==> config.mk <==
export PLATFORM = sky130hd
export DESIGN_NAME = seg7_monitor
export DESIGN_NICKNAME = d
export VERILOG_FILES = /design/src/rtl/seg7_monitor.sv
export SDC_FILE = /design/constraint.sdc
export NUM_CORES = 1
export LEC_CHECK = 0
export CAP_MARGIN = 20
export CORE_UTILIZATION = 55
export CTS_CLUSTER_SIZE = 10
export DETAILED_ROUTE_END_ITERATION = 10
export GPL_TIMING_DRIVEN = 1
export PLACE_DENSITY_LB_ADDON = 0.1
export SYNTH_ARGS = -nofsm -noshare
export SYNTH_HDL_FRONTEND = slang
export SYNTH_SLANG_ARGS = --single-unit
==> constraint.sdc <==
create_clock -name clk -period 7.8 [get_ports clk]
set_clock_uncertainty 0.05 [all_clocks]
set_input_delay 0.78 -clock clk [delete_from_list [all_inputs] [get_ports clk]]
set_output_delay 0.78 -clock clk [all_outputs]
set_load 0.02 [all_outputs]
==> src/rtl/seg7_monitor.sv <==
// seg7_monitor: synchronises and debounces one active-low 7-segment digit, decodes it
// back to hex and classifies each accepted change as up/down/bad step or illegal pattern.
module seg7_monitor #(
  parameter int STABLE_CYCLES = 4,
  parameter int CNT_W         = 8
) (
  input  logic             clk,
  input  logic             rst,
  input  logic [6:0]       seg_in,
  output logic [3:0]       value,
  output logic             value_vld,
  output logic             new_pulse,
  output logic             dir_up,
  output logic             dir_down,
  output logic             step_err,
  output logic             bad_pat,
  output logic [CNT_W-1:0] err_cnt
);

  localparam int                STAB_W    = (STABLE_CYCLES > 1) ? $clog2(STABLE_CYCLES) : 1;
  localparam logic [STAB_W-1:0] STAB_LAST = STAB_W'(STABLE_CYCLES - 1);
  localparam logic [0:0]        TRACK     = 1'b0;
  localparam logic [0:0]        LOCKED    = 1'b1;
  localparam logic [6:0]        BLANK     = 7'h7F;

  // Returns {legal, digit}; patterns are gfedcba, active-low.
  function automatic logic [4:0] decode(input logic [6:0] p);
    logic [4:0] r;
    case (p)
      7'h40:   r = 5'h10;
      7'h79:   r = 5'h11;
      7'h24:   r = 5'h12;
      7'h30:   r = 5'h13;
      7'h19:   r = 5'h14;
      7'h12:   r = 5'h15;
      7'h02:   r = 5'h16;
      7'h78:   r = 5'h17;
      7'h00:   r = 5'h18;
      7'h10:   r = 5'h19;
      7'h08:   r = 5'h1A;
      7'h03:   r = 5'h1B;
      7'h46:   r = 5'h1C;
      7'h21:   r = 5'h1D;
      7'h06:   r = 5'h1E;
      7'h0E:   r = 5'h1F;
      default: r = 5'h00;
    endcase
    return r;
  endfunction

  logic [6:0]        sync1_q, sync2_q, cand_q, cand_d;
  logic [STAB_W-1:0] stab_q, stab_d;
  logic [0:0]        state_q, state_d;
  logic              have_prev_q, have_prev_d;
  logic [3:0]        value_q, value_d;
  logic              vld_q, vld_d;
  logic              new_q, new_d, up_q, up_d, down_q, down_d;
  logic              step_q, step_d, bad_q, bad_d;
  logic [CNT_W-1:0]  err_q, err_d, err_inc_s;
  logic              accept_s;
  logic [4:0]        dec_s;
  logic [3:0]        delta_s;

  assign dec_s     = decode(cand_q);
  assign delta_s   = dec_s[3:0] - value_q;
  assign err_inc_s = (err_q == {CNT_W{1'b1}}) ? err_q : err_q + CNT_W'(1);

  always_comb begin
    cand_d      = cand_q;
    stab_d      = stab_q;
    state_d     = state_q;
    have_prev_d = have_prev_q;
    value_d     = value_q;
    vld_d       = vld_q;
    err_d       = err_q;
    new_d       = 1'b0;
    up_d        = 1'b0;
    down_d      = 1'b0;
    step_d      = 1'b0;
    bad_d       = 1'b0;
    accept_s    = 1'b0;

    if (sync2_q != cand_q) begin
      cand_d  = sync2_q;
      stab_d  = '0;
      state_d = TRACK;
    end else if (state_q == TRACK && stab_q == STAB_LAST) begin
      state_d  = LOCKED;
      accept_s = 1'b1;
    end else if (state_q == TRACK) begin
      stab_d = stab_q + STAB_W'(1);
    end else begin
      state_d = LOCKED;
    end

    // A blank display breaks the sequence; an equal re-accept is silent.
    if (accept_s) begin
      if (cand_q == BLANK) begin
        have_prev_d = 1'b0;
      end else if (!dec_s[4]) begin
        bad_d = 1'b1;
        err_d = err_inc_s;
      end else if (!have_prev_q) begin
        value_d     = dec_s[3:0];
        vld_d       = 1'b1;
        new_d       = 1'b1;
        have_prev_d = 1'b1;
      end else if (dec_s[3:0] != value_q) begin
        value_d = dec_s[3:0];
        new_d   = 1'b1;
        if (delta_s == 4'h1) begin
          up_d = 1'b1;
        end else if (delta_s == 4'hF) begin
          down_d = 1'b1;
        end else begin
          step_d = 1'b1;
          err_d  = err_inc_s;
        end
      end else begin
        new_d = 1'b0;
      end
    end else begin
      new_d = 1'b0;
    end
  end

  // State and registered outputs.
  always_ff @(posedge clk or negedge rst) begin
    if (!rst) begin
      sync1_q     <= BLANK;
      sync2_q     <= BLANK;
      cand_q      <= BLANK;
      stab_q      <= '0;
      state_q     <= LOCKED;
      have_prev_q <= 1'b0;
      value_q     <= 4'h0;
      vld_q       <= 1'b0;
      new_q       <= 1'b0;
      up_q        <= 1'b0;
      down_q      <= 1'b0;
      step_q      <= 1'b0;
      bad_q       <= 1'b0;
      err_q       <= '0;
    end else begin
      sync1_q     <= seg_in;
      sync2_q     <= sync1_q;
      cand_q      <= cand_d;
      stab_q      <= stab_d;
      state_q     <= state_d;
      have_prev_q <= have_prev_d;
      value_q     <= value_d;
      vld_q       <= vld_d;
      new_q       <= new_d;
      up_q        <= up_d;
      down_q      <= down_d;
      step_q      <= step_d;
      bad_q       <= bad_d;
      err_q       <= err_d;
    end
  end

  assign value     = value_q;
  assign value_vld = vld_q;
  assign new_pulse = new_q;
  assign dir_up    = up_q;
  assign dir_down  = down_q;
  assign step_err  = step_q;
  assign bad_pat   = bad_q;
  assign err_cnt   = err_q;

endmodule
==> impl_metrics.csv, run 1 <==
group,metric,value,unit
worst_setup_path,cp-end-kind,"flip-flop",
pwr,p_sw,0.108,mW
clock_tree,postCtsHoldBufs,0,
worst_setup_path,required,7.93,ns
yosys,avgSynthCellArea,10.8,um2
min_path,hold_end,"sync2_q[1]",
global_route,first_global_vias,1552,
pwr,p_clk_share,39.9,%
pwr,p_sw_share,24.0,%
drt,drc,0,
global_route,grt_overflow,0,
place,port_buffers,26,
pwr,cellPowerDensity,170,mW/mm2
worst_setup_path,reg2reg_slack,3.36,ns
yosys,ys_ff_latch,43,
worst_setup_path,crit_path_top_delay_cell,"dfstp_2",
min_path,min_from,"sync1_q[1]",
clock_tree,clk_pin_slew,0.09,ns
clock_tree,cts.sinks,43,
yosys,syn-instance-count,211,
worst_setup_path,worstPathMaxFanout,10,
drt,drt_iter0_markers,152,
flow_run,max_cap_viol_count,0,
sta,worst_pin_slew,0.909,ns
clock_tree,cts_max_path_buffers,2,
yosys,syn-num-nets,226,
drt,antenna_left,0,
pwr,seq_power_share,53.5,%
clock_tree,numCtsBuffers,5,
clock_tree,cts_resized,0,
worst_setup_path,cp_slowest_stage_delay,0.64,ns
global_route,grt_first_pass_wirelength,7100,um
floorplan,die_w,66.4,um
drt,first_pass_iters,5,
clock_tree,cts_tree,"built",
worst_setup_path,cp-start-kind,"flip-flop",
drt,vias_per_cell,5.82,
drt,wire_per_inst,15.1,um
sta,fin_crit,4.44,ns
cells_and_area,multiInputGateArea,0.00108,mm2
worst_setup_path,cp.arrival,4.57,ns
sta,fin_ws,3.36,ns
yosys,yosysTopAreaCell,"dfstp_2",
worst_setup_path,worstSetupPathType,"flip-flop to flip-flop",
pwr,p_leak,1.08,nW
pwr,combPwrFrac,6.6,%
worst_setup_path,critPathTopFamily,"simple AND/OR/NAND/NOR gates",
cells_and_area,fillCellCount,291,
global_route,grt_max_degree,44,
place,post-dp-hpwl,2990,um
global_route,grt_antenna_before_repair,0,
clock_tree,postCtsSetupBuffers,0,
place,place_congestion,1.07,
yosys,ys_top_cells_by_area,"dfstp_2 25%, dfrtp_1 23%, a2111oi_4 3.6%",
clock_tree,htree_levels,2,
place,place_ws,3.39,ns
sta,slew_viol_final,0,
worst_setup_path,rr_startpoint,"cand_q[5]",
drt,vias,1624,
status,outcome,"finished clean",
yosys,seq_area_frac_synth,48.3,%
pwr,ir_drop,0.171,mV
floorplan,core-area,0.00400,mm2
cells_and_area,area_delta_synth_final,15.9,%
floorplan,die-height,66.4,um
sta,finalCritPeriodShare,56.9,%
min_path,hold_path.class,"flip-flop to flip-flop",
worst_setup_path,worstPathCellList,"nand2_1, or4_4, o311ai_0, a21oi_1, ha_1, fa_1, xor2_1, or3_1, mux2i_1, nor4_1, a2111oi_4, a211oi_1, mux2_1",
yosys,synth_top_area_share,25.3,%
clock_tree,clock_latency,0.30,ns
worst_setup_path,r2r_cells,13,
pwr,p_int,0.343,mW
sta,slew_headroom,39.4,%
cells_and_area,layout-drive-gt1-share,21.0,%
yosys,synthDistinctLibCells,51,
worst_setup_path,reg2reg_to,"err_cnt[5]",
floorplan,initial_core_util,57.1,%
cells_and_area,final_nets,243,
floorplan,pin_count,27,
sta,hold_violations,0,
yosys,synth_area,0.00228,mm2
cells_and_area,seq_area,0.00110,mm2
yosys,synthFlopType,"dfstp_2",
sta,setup_viol,0,
min_path,hold_path_depth,0,
cells_and_area,n_antenna_cell,0,
yosys,ys_async_sr_fraction,100,%
yosys,synth_edf_count,0,
sta,fin_tns_setup,0,ns
yosys,yosysWarnings,0,
floorplan,die-area,0.00441,mm2
sta,rsz0062_at_grt,"false",
clock_tree,clk_root_buffer_cell,"clkbuf_8",
floorplan,fp-row-count,23,
drt,routed_wl,4210,um
global_route,gr-usage-all-layers,21.8,%
sta,clock.fmax,225,MHz
worst_setup_path,worst-path-buf-inv,0,
[flip-flops by register name, summed over array words and instances (netlist names), 2 cells and up]
register / flops
cand_q: 7
err_cnt: 8
stab_q: 2
sync1_q: 7
sync2_q: 7
value: 4
[placed cells by master, fill, tap and decap left out, types with 6 or more instances in the layout]
cell type,netlist,routed
clkdlybuf4s50_1,0,25
mux2i_1,6,6
dfstp_2,22,22
dfrtp_1,21,21
inv_1,7,7
nand3_1,10,10
nand2_1,17,17
a21oi_1,10,10
xor2_1,8,8
nor2_1,16,16
[metrics by stage]
step                      std cells  hold WS [ns]  cell area, um2  util [%]  power, mW
after floorplan                 211         0.295            2280         -      0.263
after global placement          271         0.297            2530      63.2      0.272
after detailed placement        271         0.297            2530      63.2      0.274
after CTS                       279         0.309            2650      66.2      0.455
after global routing            279         0.311            2650      66.2      0.467
final                           279         0.308            2650      66.2      0.451
[synth_stat cells (3+ instances only)]
cell type	n
a2111oi_2	3
a2111oi_4	3
a21oi_1	10
and3_1	4
buf_2	6
clkbuf_1	9
dfrtp_1	21
dfstp_2	22
ha_1	5
inv_1	7
mux2_1	5
mux2i_1	6
nand2_1	17
nand2b_1	3
nand3_1	10
nand3b_1	3
nand4_1	4
nor2_1	16
nor2b_1	3
nor3_1	3
or2_2	3
or3_1	3
xnor2_1	5
xor2_1	8
[power groups by stage]
| stage | registers, mW | clock network, mW | logic (mW) |
|---|---|---|---|
| 2_1_floorplan | 0.239 | 0 | 0.0243 |
| 3_3_place_gp | 0.244 | 0 | 0.0284 |
| 3_5_place_dp | 0.245 | 0 | 0.0296 |
| 4_1_cts | 0.241 | 0.184 | 0.0298 |
| 5_1_grt | 0.242 | 0.192 | 0.0332 |
| 6_report | 0.241 | 0.180 | 0.0297 |
[area by class of cell]
| class | instances | share of cell area (%) |
|---|---|---|
| Clock buffer | 5 | 2.60 |
| Clock inverter | 3 | 1.80 |
| Inverter | 7 | 0.993 |
| Multi-Input combinational cell | 145 | 40.9 |
| Sequential cell | 43 | 41.7 |
| Tap cell | 50 | 2.36 |
| Timing Repair Buffer | 26 | 9.65 |
[routing by layer]
| layer | GRT usage, % | part of all wire (%) | vias to the layer above |
|---|---|---|---|
| met5 | 0 | 0 | - |
| met4 | 11.2 | 2.9 | 0 |
| met3 | 4.83 | 3.7 | 13 |
| met2 | 35.7 | 49 | 50 |
| met1 | 26.8 | 44 | 787 |
| li1 | - | - | 774 |
[worst max-delay path by stage]
stage                   start         end  slack (ns)  cells after the start
floorplan           cand_q[5]  err_cnt[1]        3.65                     14
global placement    cand_q[5]  err_cnt[5]        3.52                     13
detailed placement  cand_q[0]  err_cnt[5]        3.39                     13
CTS                 cand_q[0]  err_cnt[5]        3.37                     13
global route        cand_q[0]  err_cnt[5]        3.10                     13
finish              cand_q[5]  err_cnt[5]        3.36                     13
[kinds of logic after synthesis]
kind of cell / Yosys count / synth area share (%)
simple gates: 84 / 20.3
flops: 43 / 48.3
compound gates: 29 / 12.4
buf+inv: 23 / 4.27
xor+xnor: 13 / 4.99
mux: 13 / 6.08
fa+ha+maj: 6 / 3.62
Power figures use the tool's default switching activity.
==> run 2: changes to the inputs <==
--- a/config.mk
+++ b/config.mk
@@ -6,7 +6,7 @@
 export NUM_CORES = 1
 export LEC_CHECK = 0
 export CAP_MARGIN = 20
-export CORE_UTILIZATION = 55
+export CORE_UTILIZATION = 50
 export CTS_CLUSTER_SIZE = 10
 export DETAILED_ROUTE_END_ITERATION = 10
 export GPL_TIMING_DRIVEN = 1
==> constraint.sdc (replaced) <==
create_clock -name clk -period 3.7 [get_ports clk]
set_clock_uncertainty 0.05 [all_clocks]
set_input_delay 0.37 -clock clk [delete_from_list [all_inputs] [get_ports clk]]
set_output_delay 0.37 -clock clk [all_outputs]
set_load 0.02 [all_outputs]
==> impl_metrics.csv, run 2 (synthesis results as in run 1) <==
group,metric,value,unit
floorplan,die-height,69.6,um
cells_and_area,final_cell_mix,"33 x buf_4, 25 x clkdlybuf4s50_1, 22 x dfstp_2",
drt,drc,0,
cells_and_area,layout-drive-gt1-share,41.4,%
sta,fin_ws,-0.154,ns
pwr,cellPowerDensity,314,mW/mm2
global_route,grt_overflow,0,
drt,wire_per_inst,15.3,um
sta,clock.fmax,259,MHz
sta,setup_viol,8,
flow_run,max_cap_viol_count,0,
sta,slew_headroom,37.7,%
global_route,grt_max_degree,44,
floorplan,initial_core_util,52.1,%
worst_setup_path,worstPathMaxFanout,8,
drt,drt_iter0_markers,95,
sta,finalCritPeriodShare,104,%
worst_setup_path,r2r_cells,14,
pwr,power,0.978,mW
min_path,hold_path.class,"input port to async pin",
status,violations,"negative setup slack",
cells_and_area,final_common_cell,"buf_4",
sta,fin_crit,3.85,ns
clock_tree,cts.sinks,43,
pwr,ir_drop,0.275,mV
clock_tree,cts_tree,"built",
sta,slew_viol_final,0,
drt,vias_per_cell,5.57,
global_route,grt_antenna_before_repair,0,
cells_and_area,area_delta_synth_final,36.4,%
worst_setup_path,reg2reg_to,"err_cnt[6]",
worst_setup_path,cp.arrival,3.98,ns
drt,vias,1771,
drt,antenna_left,0,
cells_and_area,final_nets,280,
floorplan,die-area,0.00484,mm2
status,outcome,"finished with violations",
worst_setup_path,required,3.83,ns
clock_tree,clk_pin_slew,0.09,ns
drt,first_pass_iters,7,
sta,rsz0062_at_grt,"true",
place,port_buffers,26,
cells_and_area,n_antenna_cell,0,
global_route,gr-usage-all-layers,21.8,%
worst_setup_path,rr_startpoint,"cand_q[2]",
clock_tree,clock_latency,0.29,ns
sta,hold_violations,0,
floorplan,fp-row-count,24,
drt,routed_wl,4880,um
sta,worst_pin_slew,0.935,ns
place,dpl_cell_area,0.00280,mm2
cells_and_area,largest_reg_flops,8,
worst_setup_path,cp-start-kind,"flip-flop",
global_route,grt_first_pass_wirelength,8400,um
worst_setup_path,cp-end-kind,"flip-flop",
clock_tree,clk_root_buffer_cell,"clkbuf_8",
floorplan,die_w,69.6,um
floorplan,core-area,0.00438,mm2
worst_setup_path,worstSetupPathType,"flip-flop to flip-flop",
worst_setup_path,reg2reg_slack,-0.15,ns
global_route,first_global_vias,1798,
place,place_congestion,0.903,
clock_tree,htree_levels,2,
floorplan,pin_count,27,
place,post-dp-hpwl,3390,um
clock_tree,postCtsHoldBufs,0,
clock_tree,numCtsBuffers,5,
cells_and_area,finalInstanceArea,0.00312,mm2
clock_tree,cts_max_path_buffers,2,
pwr,p_leak,1.30,nW
## run 2: cell types whose count changed in the layout (fill, tap and decap cells not counted), sizes merged
cell  delta
buf     +37
## run 2: worst max-delay path by stage
stage                     depth (start not counted)      start    endpoint  slack, ns
after CTS                                        14  cand_q[4]  err_cnt[6]      -0.14
final                                            14  cand_q[2]  err_cnt[6]      -0.15
after global placement                           14  cand_q[0]  err_cnt[5]      -0.13
after detailed placement                         15  cand_q[0]  err_cnt[5]      -0.28
after floorplan                                  14  cand_q[5]  err_cnt[1]      -0.17
after global routing                             17  cand_q[2]  err_cnt[3]      -0.34
## run 2: report_power, final
part	internal (mW)	total [mW]	switching, mW
sequential	0.491	0.502	0.0109
clock	0.205	0.372	0.167
combinational	0.0497	0.104	0.0543
total	0.745	0.978	0.232
## run 2: cell type report
type                            instances  area (um2)
Multi-Input combinational cell        145        1250
Inverter                                7        26.3
Timing Repair Buffer                   63         552
Clock buffer                            5        68.8
Clock inverter                          3        47.5
Tap cell                               52        65.1
Sequential cell                        43        1100
Fill cell                             329        1270
## run 2: per-layer routing
layer | up-vias | GRT usage, % | share of wire, %
li1 | 846 | - | -
met4 | 0 | 5.90 | 0.51
met5 | - | 0 | 0
met3 | 2 | 4.07 | 3.0
met2 | 40 | 36.8 | 52
met1 | 883 | 28.8 | 45
## run 2: stage by stage
stage | cells | util, % | hold slack [ns] | worst slack (ns) | TNS [ns]
floorplan | 211 | - | 0.0244 | -0.172 | -0.790
global placement | 301 | 63.8 | 0.296 | -0.134 | -0.590
detailed placement | 301 | 63.8 | 0.298 | -0.284 | -1.71
CTS | 310 | 68.0 | 0.187 | -0.141 | -0.872
global route | 318 | 71.1 | 0.251 | -0.335 | -2.37
finish | 318 | 71.1 | 0.169 | -0.154 | -0.976
## run 2: timing repair
| item | 4_1_cts | 5_1_grt |
|---|---|---|
| pin swaps | 2 | 2 |
| resized for setup | 11 | 14 |
| buffers inserted | 1 | 8 |
| endpoints found under the setup margin | 8 | 8 |
| hold endpoints to repair | 0 | 0 |
## run 2: worst max-delay path, stage by stage, from the launching register on
cell	delay (ns)
dfstp_2	0.65
buf_4	0.15
nor3b_2	0.04
a21oi_1	0.23
o311ai_4	0.11
a21oi_2	0.16
ha_2	0.22
fa_2	0.45
or3_4	0.44
mux2i_4	0.22
a2111oi_4	0.06
a2111oi_4	0.34
buf_6	0.19
a211oi_1	0.09
mux2_1	0.34
==> run 3: changes to the inputs <==
--- a/config.mk
+++ b/config.mk
@@ -5,7 +5,7 @@
 export SDC_FILE = /design/constraint.sdc
 export NUM_CORES = 1
 export LEC_CHECK = 0
-export CAP_MARGIN = 20
+export ABC_AREA = 1
 export CORE_UTILIZATION = 50
 export CTS_CLUSTER_SIZE = 10
 export DETAILED_ROUTE_END_ITERATION = 10
==> impl_metrics.csv, run 3 <==
group,metric,value,unit
drt,wire_per_inst,11.0,um
yosys,yosysTopAreaCell,"dfstp_2",
floorplan,die-height,69.4,um
drt,drt_iter0_markers,79,
floorplan,initial_core_util,52.2,%
global_route,gr-usage-all-layers,17.5,%
floorplan,pin_count,27,
min_path,hold_path.class,"input port to async pin",
floorplan,die-area,0.00482,mm2
yosys,ys_async_sr_fraction,100,%
cells_and_area,final_common_cell,"nand2_1",
sta,fin_ws,0.738,ns
yosys,synthFlopType,"dfstp_2",
floorplan,die_w,69.4,um
yosys,synth_edf_count,0,
clock_tree,cts.sinks,43,
floorplan,fp-row-count,24,
drt,antenna_left,0,
cells_and_area,final_nets,306,
yosys,ys_ff_latch,43,
global_route,grt_antenna_before_repair,0,
place,place_ws,0.759,ns
cells_and_area,final_cell_mix,"66 x nand2_1, 32 x nor2_1, 30 x nand3_1",
yosys,yosysMostFrequentCell,"nand2_1",
sta,rsz0062_at_grt,"false",
status,outcome,"finished clean",
sta,worst_pin_slew,0.917,ns
drt,drc,0,
cells_and_area,area_delta_synth_final,16.1,%
yosys,synth_area,0.00227,mm2
cells_and_area,final_cells,344,
pwr,p_leak,1.27,nW
place,post-dp-hpwl,2850,um
yosys,avgSynthCellArea,8.51,um2
worst_setup_path,cp-start-kind,"flip-flop",
yosys,synth.top_cells.by_count,"66 x nand2_1, 32 x nor2_1, 30 x nand3_1",
cells_and_area,largest_reg_flops,8,
yosys,syn-num-nets,282,
clock_tree,clk_pin_slew,0.09,ns
yosys,syn-instance-count,267,
worst_setup_path,required,3.85,ns
place,port_buffers,26,
clock_tree,cts_tree,"built",
drt,vias_per_cell,4.94,
clock_tree,cts_resized,0,
drt,first_pass_iters,4,
yosys,synthDistinctLibCells,30,
yosys,ys_top_cells_by_area,"dfstp_2 25%, dfrtp_1 23%, nand2_1 11%",
worst_setup_path,cp.arrival,3.11,ns
sta,clock.fmax,338,MHz
place,dp_cells,336,
yosys,seq_area_frac_synth,48.5,%
clock_tree,cts_max_path_buffers,2,
cells_and_area,layout-drive-gt1-share,18.2,%
worst_setup_path,worstPathMaxFanout,8,
sta,fin_crit,2.96,ns
place,place_congestion,0.874,
cells_and_area,fillCellCount,386,
global_route,grt_max_degree,44,
pwr,ir_drop,0.305,mV
pwr,cellPowerDensity,336,mW/mm2
clock_tree,htree_levels,2,
global_route,grt_overflow,0,
clock_tree,postCtsSetupBuffers,0,
worst_setup_path,cp-end-kind,"flip-flop",
flow_run,max_cap_viol_count,0,
sta,fin_tns_setup,0,ns
sta,slew_viol_final,0,
global_route,grt_first_pass_wirelength,6740,um
clock_tree,clock_latency,0.30,ns
sta,slew_headroom,38.9,%
floorplan,core-area,0.00435,mm2
clock_tree,numCtsBuffers,5,
sta,setup_viol,0,
clock_tree,clk_root_buffer_cell,"clkbuf_8",
worst_setup_path,worstSetupPathType,"flip-flop to flip-flop",
clock_tree,postCtsHoldBufs,0,
drt,vias,1699,
drt,routed_wl,3790,um
sta,finalCritPeriodShare,80.1,%
global_route,first_global_vias,1556,
sta,hold_violations,0,
cells_and_area,n_antenna_cell,0,
yosys,yosysWarnings,0,
yosys,synth_top_area_share,25.4,%
## run 3: cells by family (layout without fill, tap and decap cells)
group | count (synthesis) | after routing | synth area share [%]
flip-flops | 43 | 43 | 48.5
adder cells (fa/ha/maj) | 6 | 6 | 3.63
AO/OA/AOI/OAI | 12 | 12 | 2.97
XOR/XNOR | 14 | 14 | 5.39
buffers and inverters | 41 | 66 | 7.43
AND/OR/NAND/NOR | 151 | 151 | 32.0
## run 3: cell type report
type                       count  area [um2]  area share, %
sequential                    43        1100           41.8
clock inverter                 3        26.3          0.995
multi-input combinational    183        1000           37.9
timing repair buffer          26         255           9.67
tap                           52        65.1           2.46
inverter                      32         120           4.55
clock buffer                   5        68.8           2.61
## run 3: layer usage
layer / routed length (um) / vias up / global-route usage (%)
li1: - / 878 / -
met1: 1950 / 785 / 23.8
met2: 1680 / 31 / 27.5
met3: 114 / 5 / 3.92
met4: 49 / 0 / 6.12
met5: 0 / - / 0
## run 3: power by group
part           switching [mW]  total (mW)  internal (mW)
logic                  0.0440      0.0714         0.0274
clock network           0.174       0.314          0.140
registers              0.0111       0.502          0.491
## run 3: final timing paths
| check | startpoint | to | slack, ns | cells past startpoint |
|---|---|---|---|---|
| worst max-delay path | cand_q[4] | err_cnt[4] | 0.74 | 15 |
| worst min-delay path | rst | have_prev_q | 0.15 | 1 |
| worst max register to register | cand_q[4] | err_cnt[4] | 0.74 | 15 |
| worst min register to register | sync1_q[0] | sync2_q[0] | 0.31 | 0 |
| max in group asynchronous | rst | stab_q[0] | 2.88 | 1 |
| min in group clk | sync1_q[0] | sync2_q[0] | 0.31 | 0 |
## run 3: through the flow
step / utilization, % / power, mW / hold slack (ns) / instance area, um2
2_1_floorplan: - / 0.560 / 0.0244 / 2270
3_3_place_gp: 58.4 / 0.582 / 0.295 / 2540
3_5_place_dp: 58.4 / 0.583 / 0.297 / 2540
4_1_cts: 60.6 / 0.906 / 0.188 / 2640
5_1_grt: 60.6 / 0.930 / 0.243 / 2640
6_report: 60.6 / 0.888 / 0.154 / 2640
## run 3: worst max-delay path: stages, from the launching register on
cell      delay, ns
dfstp_2        0.57
inv_1          0.05
nor3_1         0.33
nand2_1        0.13
nand3_1        0.10
a211oi_1       0.07
ha_1           0.25
fa_1           0.40
xnor2_1        0.21
nand2_1        0.07
nor2_1         0.14
nand3_1        0.18
inv_2          0.14
nor2_8         0.06
nand3_1        0.07
nand2_1        0.05
